--- src/rtl/fetch_pkg.sv ---
// Shared types and constants for the IF-stage fetch unit.
package fetch_pkg;

    typedef enum logic [1:0] {
        REQ,
        WAIT,
        HOLD,
        DROP
    } fetch_state_t;

    localparam logic [31:0] NOP_INSTR = 32'h0000_0013;
    localparam int unsigned PC_INCR   = 4;

endpackage

--- src/rtl/fetch_skid_reg.sv ---
// One-entry holding register for a response that arrives while the output slot is occupied.
module fetch_skid_reg #(
    parameter int unsigned WIDTH = 32
) (
    input  logic             clk,
    input  logic             rst_n,
    input  logic             load,
    input  logic             drain,
    input  logic             clear,
    input  logic [WIDTH-1:0] din_data,
    input  logic [WIDTH-1:0] din_pc,
    output logic [WIDTH-1:0] data,
    output logic [WIDTH-1:0] pc,
    output logic             valid
);

    always_ff @(posedge clk) begin
        if (!rst_n) begin
            valid <= 1'b0;
            data  <= '0;
            pc    <= '0;
        end else if (clear || drain) begin
            valid <= 1'b0;
        end else if (load) begin
            valid <= 1'b1;
            data  <= din_data;
            pc    <= din_pc;
        end
    end

endmodule

--- src/rtl/fetch_unit.sv ---
// IF stage: fetch PC, single-outstanding imem requests, IF/ID write side.
// Optional performance counters when FETCH_PERF_EN is defined.
module fetch_unit
    import fetch_pkg::*;
#(
    parameter int unsigned             DATA_WIDTH = 32,
    parameter logic [DATA_WIDTH-1:0]   RESET_PC   = 32'h0000_0000
) (
    input  logic                  clk,
    input  logic                  rst_n,
    input  logic                  stallF,
    input  logic                  PCSrcE,
    input  logic [DATA_WIDTH-1:0] PCTargetE,
    output logic                  imem_req,
    output logic [DATA_WIDTH-1:0] imem_addr,
    input  logic                  imem_ready,
    input  logic                  imem_rvalid,
    input  logic [DATA_WIDTH-1:0] imem_rdata,
    output logic [DATA_WIDTH-1:0] instrF,
    output logic [DATA_WIDTH-1:0] PCF,
    output logic [DATA_WIDTH-1:0] PCPlus4F,
`ifdef FETCH_PERF_EN
    output logic [31:0]           perf_fetched,
    output logic [31:0]           perf_redirects,
    output logic [31:0]           perf_stall_cycles,
`endif
    output logic                  fetch_validF
);

    localparam logic [DATA_WIDTH-1:0] NOP  = DATA_WIDTH'(NOP_INSTR);
    localparam logic [DATA_WIDTH-1:0] INCR = DATA_WIDTH'(PC_INCR);

    fetch_state_t          state;
    logic [DATA_WIDTH-1:0] pc_q;
    logic [DATA_WIDTH-1:0] instr_q;
    logic [DATA_WIDTH-1:0] pcF_q;
    logic                  valid_q;
    logic [DATA_WIDTH-1:0] skid_q;
    logic [DATA_WIDTH-1:0] skid_pc_q;
    logic                  skid_valid;
    logic                  free;
    logic                  consume;
    logic                  skid_load;
    logic                  skid_drain;

    assign free    = !valid_q || !stallF;
    assign consume = valid_q && !stallF;

    assign skid_load  = !PCSrcE && (state == WAIT) && imem_rvalid && !free;
    assign skid_drain = !PCSrcE && (state == HOLD) && free;

    fetch_skid_reg #(.WIDTH(DATA_WIDTH)) u_skid (
        .clk      (clk),
        .rst_n    (rst_n),
        .load     (skid_load),
        .drain    (skid_drain),
        .clear    (PCSrcE),
        .din_data (imem_rdata),
        .din_pc   (pc_q),
        .data     (skid_q),
        .pc       (skid_pc_q),
        .valid    (skid_valid)
    );

    assign imem_req     = rst_n && (state == REQ);
    assign imem_addr    = pc_q;
    assign instrF       = valid_q ? instr_q : NOP;
    assign PCF          = pcF_q;
    assign PCPlus4F     = pcF_q + INCR;
    assign fetch_validF = valid_q;

    always_ff @(posedge clk) begin
        if (!rst_n) begin
            state   <= REQ;
            pc_q    <= RESET_PC;
            pcF_q   <= RESET_PC;
            instr_q <= NOP;
            valid_q <= 1'b0;
        end else begin
            if (consume)
                valid_q <= 1'b0;
            if (PCSrcE) begin
                // A response still owed for the old address must be swallowed in DROP.
                pc_q    <= PCTargetE;
                valid_q <= 1'b0;
                unique case (state)
                    REQ:     state <= imem_ready  ? DROP : REQ;
                    WAIT:    state <= imem_rvalid ? REQ  : DROP;
                    HOLD:    state <= REQ;
                    DROP:    state <= imem_rvalid ? REQ  : DROP;
                    default: state <= REQ;
                endcase
            end else begin
                unique case (state)
                    REQ: begin
                        if (imem_ready)
                            state <= WAIT;
                    end
                    WAIT: begin
                        if (imem_rvalid && free) begin
                            instr_q <= imem_rdata;
                            pcF_q   <= pc_q;
                            valid_q <= 1'b1;
                            pc_q    <= pc_q + INCR;
                            state   <= REQ;
                        end else if (imem_rvalid) begin
                            state <= HOLD;
                        end
                    end
                    HOLD: begin
                        if (free && skid_valid) begin
                            instr_q <= skid_q;
                            pcF_q   <= skid_pc_q;
                            valid_q <= 1'b1;
                            pc_q    <= pc_q + INCR;
                            state   <= REQ;
                        end
                    end
                    DROP: begin
                        if (imem_rvalid)
                            state <= REQ;
                    end
                    default: state <= REQ;
                endcase
            end
        end
    end

`ifdef FETCH_PERF_EN
    always_ff @(posedge clk) begin
        if (!rst_n) begin
            perf_fetched      <= '0;
            perf_redirects    <= '0;
            perf_stall_cycles <= '0;
        end else begin
            if (consume)
                perf_fetched <= perf_fetched + 32'd1;
            if (PCSrcE)
                perf_redirects <= perf_redirects + 32'd1;
            if (valid_q && stallF)
                perf_stall_cycles <= perf_stall_cycles + 32'd1;
        end
    end
`endif

endmodule

--- config.mk ---
export PLATFORM = sky130hd
export DESIGN_NAME = fetch_unit
export DESIGN_NICKNAME = d
export VERILOG_FILES = /design/src/rtl/fetch_pkg.sv /design/src/rtl/fetch_skid_reg.sv /design/src/rtl/fetch_unit.sv
export SDC_FILE = /design/constraint.sdc
export NUM_CORES = 1
export LEC_CHECK = 0
export CORE_UTILIZATION = 43
export DETAILED_ROUTE_END_ITERATION = 8
export PLACE_DENSITY = 0.77
export REMOVE_ABC_BUFFERS = 1
export SLEW_MARGIN = 20
export SYNTH_ARGS = -nofsm -noshare
export SYNTH_HDL_FRONTEND = slang
export SYNTH_SLANG_ARGS = --single-unit
--- constraint.sdc ---
create_clock -name clk -period 4.25 [get_ports clk]
set_input_delay 0.425 -clock clk [delete_from_list [all_inputs] [get_ports clk]]
set_output_delay 0.425 -clock clk [all_outputs]
set_load 0.005 [all_outputs]
# Word level (Yosys, flattened, before mapping)

Cells that the tools add are included.

Shifts and indexed selects: 0
Order comparisons: 0
Multiply operators: 0
Bitwise gates (word level): 3
Div/mod/pow operators: 0
Reductions and logical operators: 25
Equality and inequality tests: 10
Add/sub/neg operators: 2
Mux-type cells: 25

Operators by type and width:

| cell                                                                  | number |
|---|---|
| 32-bit two-way mux                                                    | 8 |
| 32-bit case mux with 2 select lines                                   | 3 |
| 32-bit by 3-bit adder with 32-bit output, second input constant       | 2 |
| 2-bit two-way mux                                                     | 8 |
| 1-bit logical AND                                                     | 9 |
| 2-bit case mux with 4 select lines                                    | 1 |
| 4-bit AND reduction                                                   | 2 |
| 3-bit by 2-bit != test with 1-bit output, second input constant       | 2 |
| 3-bit != test, second input constant                                  | 2 |
| 2-bit case mux with 3 select lines                                    | 1 |
| 2-bit OR reduction                                                    | 3 |
| 2-bit equality test, second input constant                            | 2 |
| 1-bit zero test                                                       | 4 |
| 2-bit by 1-bit != test with 1-bit output, second input constant       | 2 |
| 4-bit by 3-bit != test with 1-bit output, second input constant       | 1 |
| 1-bit two-way mux                                                     | 3 |
| 1-bit NOT                                                             | 3 |
| 3-bit AND reduction                                                   | 1 |
| 3-bit nonzero test                                                    | 1 |
| 2-bit by 1-bit equality test with 1-bit output, second input constant | 1 |
| 2-bit zero test                                                       | 1 |
| 1-bit logical OR                                                      | 2 |
| 1-bit case mux with 2 select lines                                    | 1 |
| 2-bit AND reduction                                                   | 1 |
| 2-bit nonzero test                                                    | 1 |

Bits in latches: 0
ROM bits: 0
RAM bits: 0
Word-level logic and storage cells: 73
Flip-flop bits (word level): 164
Memories: 0

# Depth between registers and ports, before layout

Word-level depth: 6
Gate-level depth with buffers: 9
Depth with buffers taken out: 7

# Cells and area by module

From an unflattened synthesis, not the netlist that was laid out.

Cell total of the unflattened synthesis: 943
Area, all modules: 8244.2 µm²

Modules (own cells, without submodules):

| module         | area each (µm²) | cells each | sequential area each (µm²) | times used |
|---|---|---|---|---|
| fetch_unit     | 5596.6          | 662        | 1981.9                     | 1 |
| fetch_skid_reg | 2647.5          | 281        | 1301.2                     | 1 |

# Worst setup path before layout

No wires, ideal clock.

Kind: register -> output
Start point: register pcF_q[11], in the netlist PCF[11]
End point: output port PCPlus4F[31]
Arrival time: 1672 ps
Cell stages (with the launch flop): 7
Path slack: 2153 ps
Cells stage by stage: dfxtp_1 -> and4_1 -> nand4_1 -> or2_2 -> buf_2 -> nor4_2 -> xor2_1

Cells in the longest elaborated chain, start to end: 1

RTL lines:

| item                                     | RTL line          | text |
|---|---|---|
| start: declaration                       | fetch_unit.sv:36  | `logic [DATA_WIDTH-1:0] pcF_q;` |
| start signal: assignment                 | fetch_unit.sv:102 | `pcF_q <= pc_q;` |
| start signal: assignment                 | fetch_unit.sv:113 | `pcF_q <= skid_pc_q;` |
| 32-bit by 3-bit adder with 32-bit output | fetch_unit.sv:69  | `assign PCPlus4F = pcF_q + INCR;` |
| end: declaration                         | fetch_unit.sv:21  | `output logic [DATA_WIDTH-1:0] PCPlus4F,` |

No other way between the ends.

# Final worst setup path

Start point: register pcF_q[12], in the netlist PCF[12]
End point: output port PCPlus4F[31]

The elaborated chain is that of the path after synthesis.

==> results.yml <==
sta:
  tightest_slew_ps: 885
  fin_crit_sh_pct: 75.9
  report.final.slew_viol_count: 0
  rsz0062_at_grt: "no"
  finClkSkew_ps: 7.50
  fin_crit_ps: 3220
  max_freq_ghz: 0.310
  tns_ps: 0
  finalHoldViolCount: 0
  setup_viol: 0
  slew_headroom_pct: 41.0
final_layout:
  final_layout_size_suffix_gt1_share_pct: 5.81
  final_nets: 1168
  fillCellCount: 1539
  ff_latch_area_um2: 3280
  area_growth_pct: 34.4
  multiInputGateArea_um2: 4230
drt:
  drc: 0
  vias: 7004
  viasPerCell: 5.27
  first_pass_iters: 5
  antenna_left: 0
  wl_per_cell_um: 15.7
  first_iter_violations: 444
  routed_wl_mm: 20.9
floorplan:
  row_count: 48
  core_area_um2: 17500
  io_pins: 200
  die_w_um: 137
  die_h_um: 137
  start_util_pct: 44.6
  die-area_um2: 18700
critical_path:
  path_cells: "and4_1 -> nand4_1 -> or2_2 -> nor4_2 -> xor2_1 -> clkdlybuf4s50_1"
  cp_top_family: "simple AND/OR/NAND/NOR gates"
  cp-start-kind: "flop"
  cp_slowest_cell: "clkdlybuf4s50_1"
  cpPeakStageDelay_ps: 520
  criticalPathCategory: "reg -> out"
  worstSetupEndpointType: "output pin"
  cp.required_ps: 3830
  path_buf_inv: 1
  cp.arrival_ps: 2800
  path_max_fanout: 8
global_routing:
  gr-usage-all-layers_pct: 22.7
  grt_pass1_wl_mm: 32.7
  grt_pass1_vias: 6346
  antenna_found_initial: 1
  grt-ovfl-total: 0
  grt_max_degree: 84
pwr:
  power_mw: 3.75
  max-vdd-ir-drop_uv: 289
  leakage_nw: 3.54
  power_density_nw_per_um2: 358
logic_synthesis:
  synth_mux_area_share_pct: 9.14
  synth_xor_xnor_area_share_pct: 5.73
  synth_fa_ha_area_share_pct: 1.12
  syn-cell-area_um2: 7800
  synth_compound_area_share_pct: 15.2
  synth_top_family_by_area: "simple AND/OR/NAND/NOR gates"
  seq_area_frac_synth_pct: 42.1
  synthSimpleGateAreaFrac_pct: 22.6
  ys_async_sr_fraction_pct: 0
  synth_edf_count: 0
  postSynthAreaPerCell_um2: 8.40
  yosysUniqueCellTypes: 51
  synthCells: 929
  synth_top_flop_cell: "dfxtp_1"
  ys_warn_count: 0
  ys_seq_elements: 164
clock_network:
  cts_root_buffer: "clkbuf_16"
  postCtsSetupRepairBufs: 0
  cts_num_sinks: 164
  holdBufCountCts: 0
  path_clk_slew_ps: 60
  cts_buffer_depth: 2
  cts_buffers: 17
  cts_tree: "built"
  clock_latency_ps: 420
  cts_htree_levels: 4
  cts_resized: 0
worst_hold_path:
  holdCritPathClass: "reg -> reg"
flow_run:
  cap_violations: 0
placed_design:
  dp_hpwl_mm: 14.4
  placement.io_buffers: 199
  gp_congestion: 0.845
status:
  status: "finished clean"
worst min-delay path, delay by kind of cell, from the launching register on:
kind               cells  cell delay, ps
and+or+nand+nor        1              50
AOI/OAI and AO/OA      1              50
DFF                    1             310
synthesized netlist by cell type (2+ instances only):
library cell | count | area (um^2)
o211a_1 | 2 | 20.0
nand3_1 | 22 | 110
and3_1 | 9 | 56.3
or3_1 | 6 | 37.5
mux2i_1 | 69 | 691
o211ai_1 | 4 | 30.0
nor4_2 | 3 | 37.5
buf_1 | 4 | 15.0
o21bai_1 | 2 | 15.0
nor2_1 | 80 | 300
inv_1 | 7 | 26.3
o21ai_0 | 29 | 145
buf_4 | 2 | 15.0
a21oi_1 | 82 | 410
xor2_1 | 26 | 228
buf_2 | 19 | 95.1
nand2_1 | 163 | 612
and2_1 | 35 | 219
dfxtp_1 | 164 | 3280
nor4b_2 | 2 | 30.0
a31oi_1 | 5 | 31.3
nor3_1 | 6 | 30.0
nand2b_1 | 4 | 25.0
a211oi_1 | 63 | 473
nand4_1 | 15 | 93.8
ha_1 | 7 | 87.6
nor3_2 | 2 | 20.0
a21boi_0 | 2 | 15.0
inv_2 | 2 | 7.51
mux2_2 | 2 | 22.5
nor4_4 | 2 | 42.5
nor2b_1 | 4 | 25.0
clkbuf_1 | 43 | 161
xnor2_1 | 25 | 219
state kept, by name (all words and copies together), names as in the netlist:
name          cells
fetch_validF      1
u_skid.valid      1
imem_addr        32
u_skid.data      32
state             2
PCF              32
instr_q          32
u_skid.pc        32
power breakdown:
part / internal (mW) / switching [mW] / leakage [nW]
sequential: 1.62 / 0.0976 / 1.34
clock: 0.827 / 0.602 / 0.261
combinational: 0.336 / 0.266 / 1.94
worst paths after layout:
kind                               from                          to  slack (ps)  cells after the start
max                PCF[12]$_SDFFE_PN0P_                PCPlus4F[31]        1030                      6
max reg2reg       state[0]$_SDFFE_PN0P_  imem_addr[22]$_SDFFE_PN0P_        1610                      7
min reg2reg  u_skid.pc[12]$_SDFFE_PN0P_  u_skid.pc[12]$_SDFFE_PN0P_         450                      2
min          u_skid.pc[12]$_SDFFE_PN0P_  u_skid.pc[12]$_SDFFE_PN0P_         450                      2
layout by cell type (no fill, tap or decap), types with 7 or more instances in the layout:
| master | netlist | routed |
|---|---|---|
| nand3_1 | 22 | 22 |
| xor2_1 | 26 | 26 |
| inv_1 | 7 | 7 |
| nand4_1 | 15 | 15 |
| xnor2_1 | 25 | 25 |
| and2_1 | 35 | 35 |
| buf_4 | 2 | 10 |
| o21ai_0 | 29 | 29 |
| clkbuf_16 | 0 | 17 |
| a21oi_1 | 82 | 82 |
| mux2i_1 | 69 | 69 |
| and3_1 | 9 | 9 |
| nand2_1 | 163 | 163 |
| dfxtp_1 | 164 | 164 |
| nor2_1 | 80 | 80 |
| clkdlybuf4s50_1 | 0 | 199 |
| a211oi_1 | 63 | 63 |
metal layers:
metal  wire length (um)  global-route usage [%]  share of wire [%]
met5                  0                       0                  0
met1               9060                    28.7                 43
met3               1390                    4.81                6.7
met4                502                    9.38                2.4
met2               9940                    37.4                 48
stage by stage:
| step | setup slack [ps] | util [%] | hold WS, ps | cells | instance area (um^2) |
|---|---|---|---|---|---|
| final | 1030 | 60.0 | 453 | 1328 | 10500 |
| after global placement | 1460 | 56.8 | 441 | 1297 | 9930 |
| after CTS | 973 | 59.9 | 454 | 1327 | 10500 |
| after floorplan | -3550 | - | 436 | 861 | 7510 |
| after global routing | 858 | 60.0 | 468 | 1328 | 10500 |
| after detailed placement | 1400 | 56.8 | 446 | 1297 | 9930 |
cells by family (layout without fill, tap and decap cells):
group	after synthesis	in the layout
adders and majority gates	7	7
xor gates and xnor gates	51	51
AOI/OAI and AO/OA	194	194
other	0	1
DFF	164	164
muxes	71	71
buffers and inverters	77	250
and+or+nand+nor	365	365
area by class of cell:
class	instances	share of cell area, %
tap	225	2.69
clock buffer	21	4.39
inverter	9	0.346
sequential	164	31.3
antenna	1	0.0239
timing repair buffer	211	20.1
multi-input combinational	688	40.3
clock inverter	9	0.776
No activity file was read; power rests on OpenSTA's default activity.
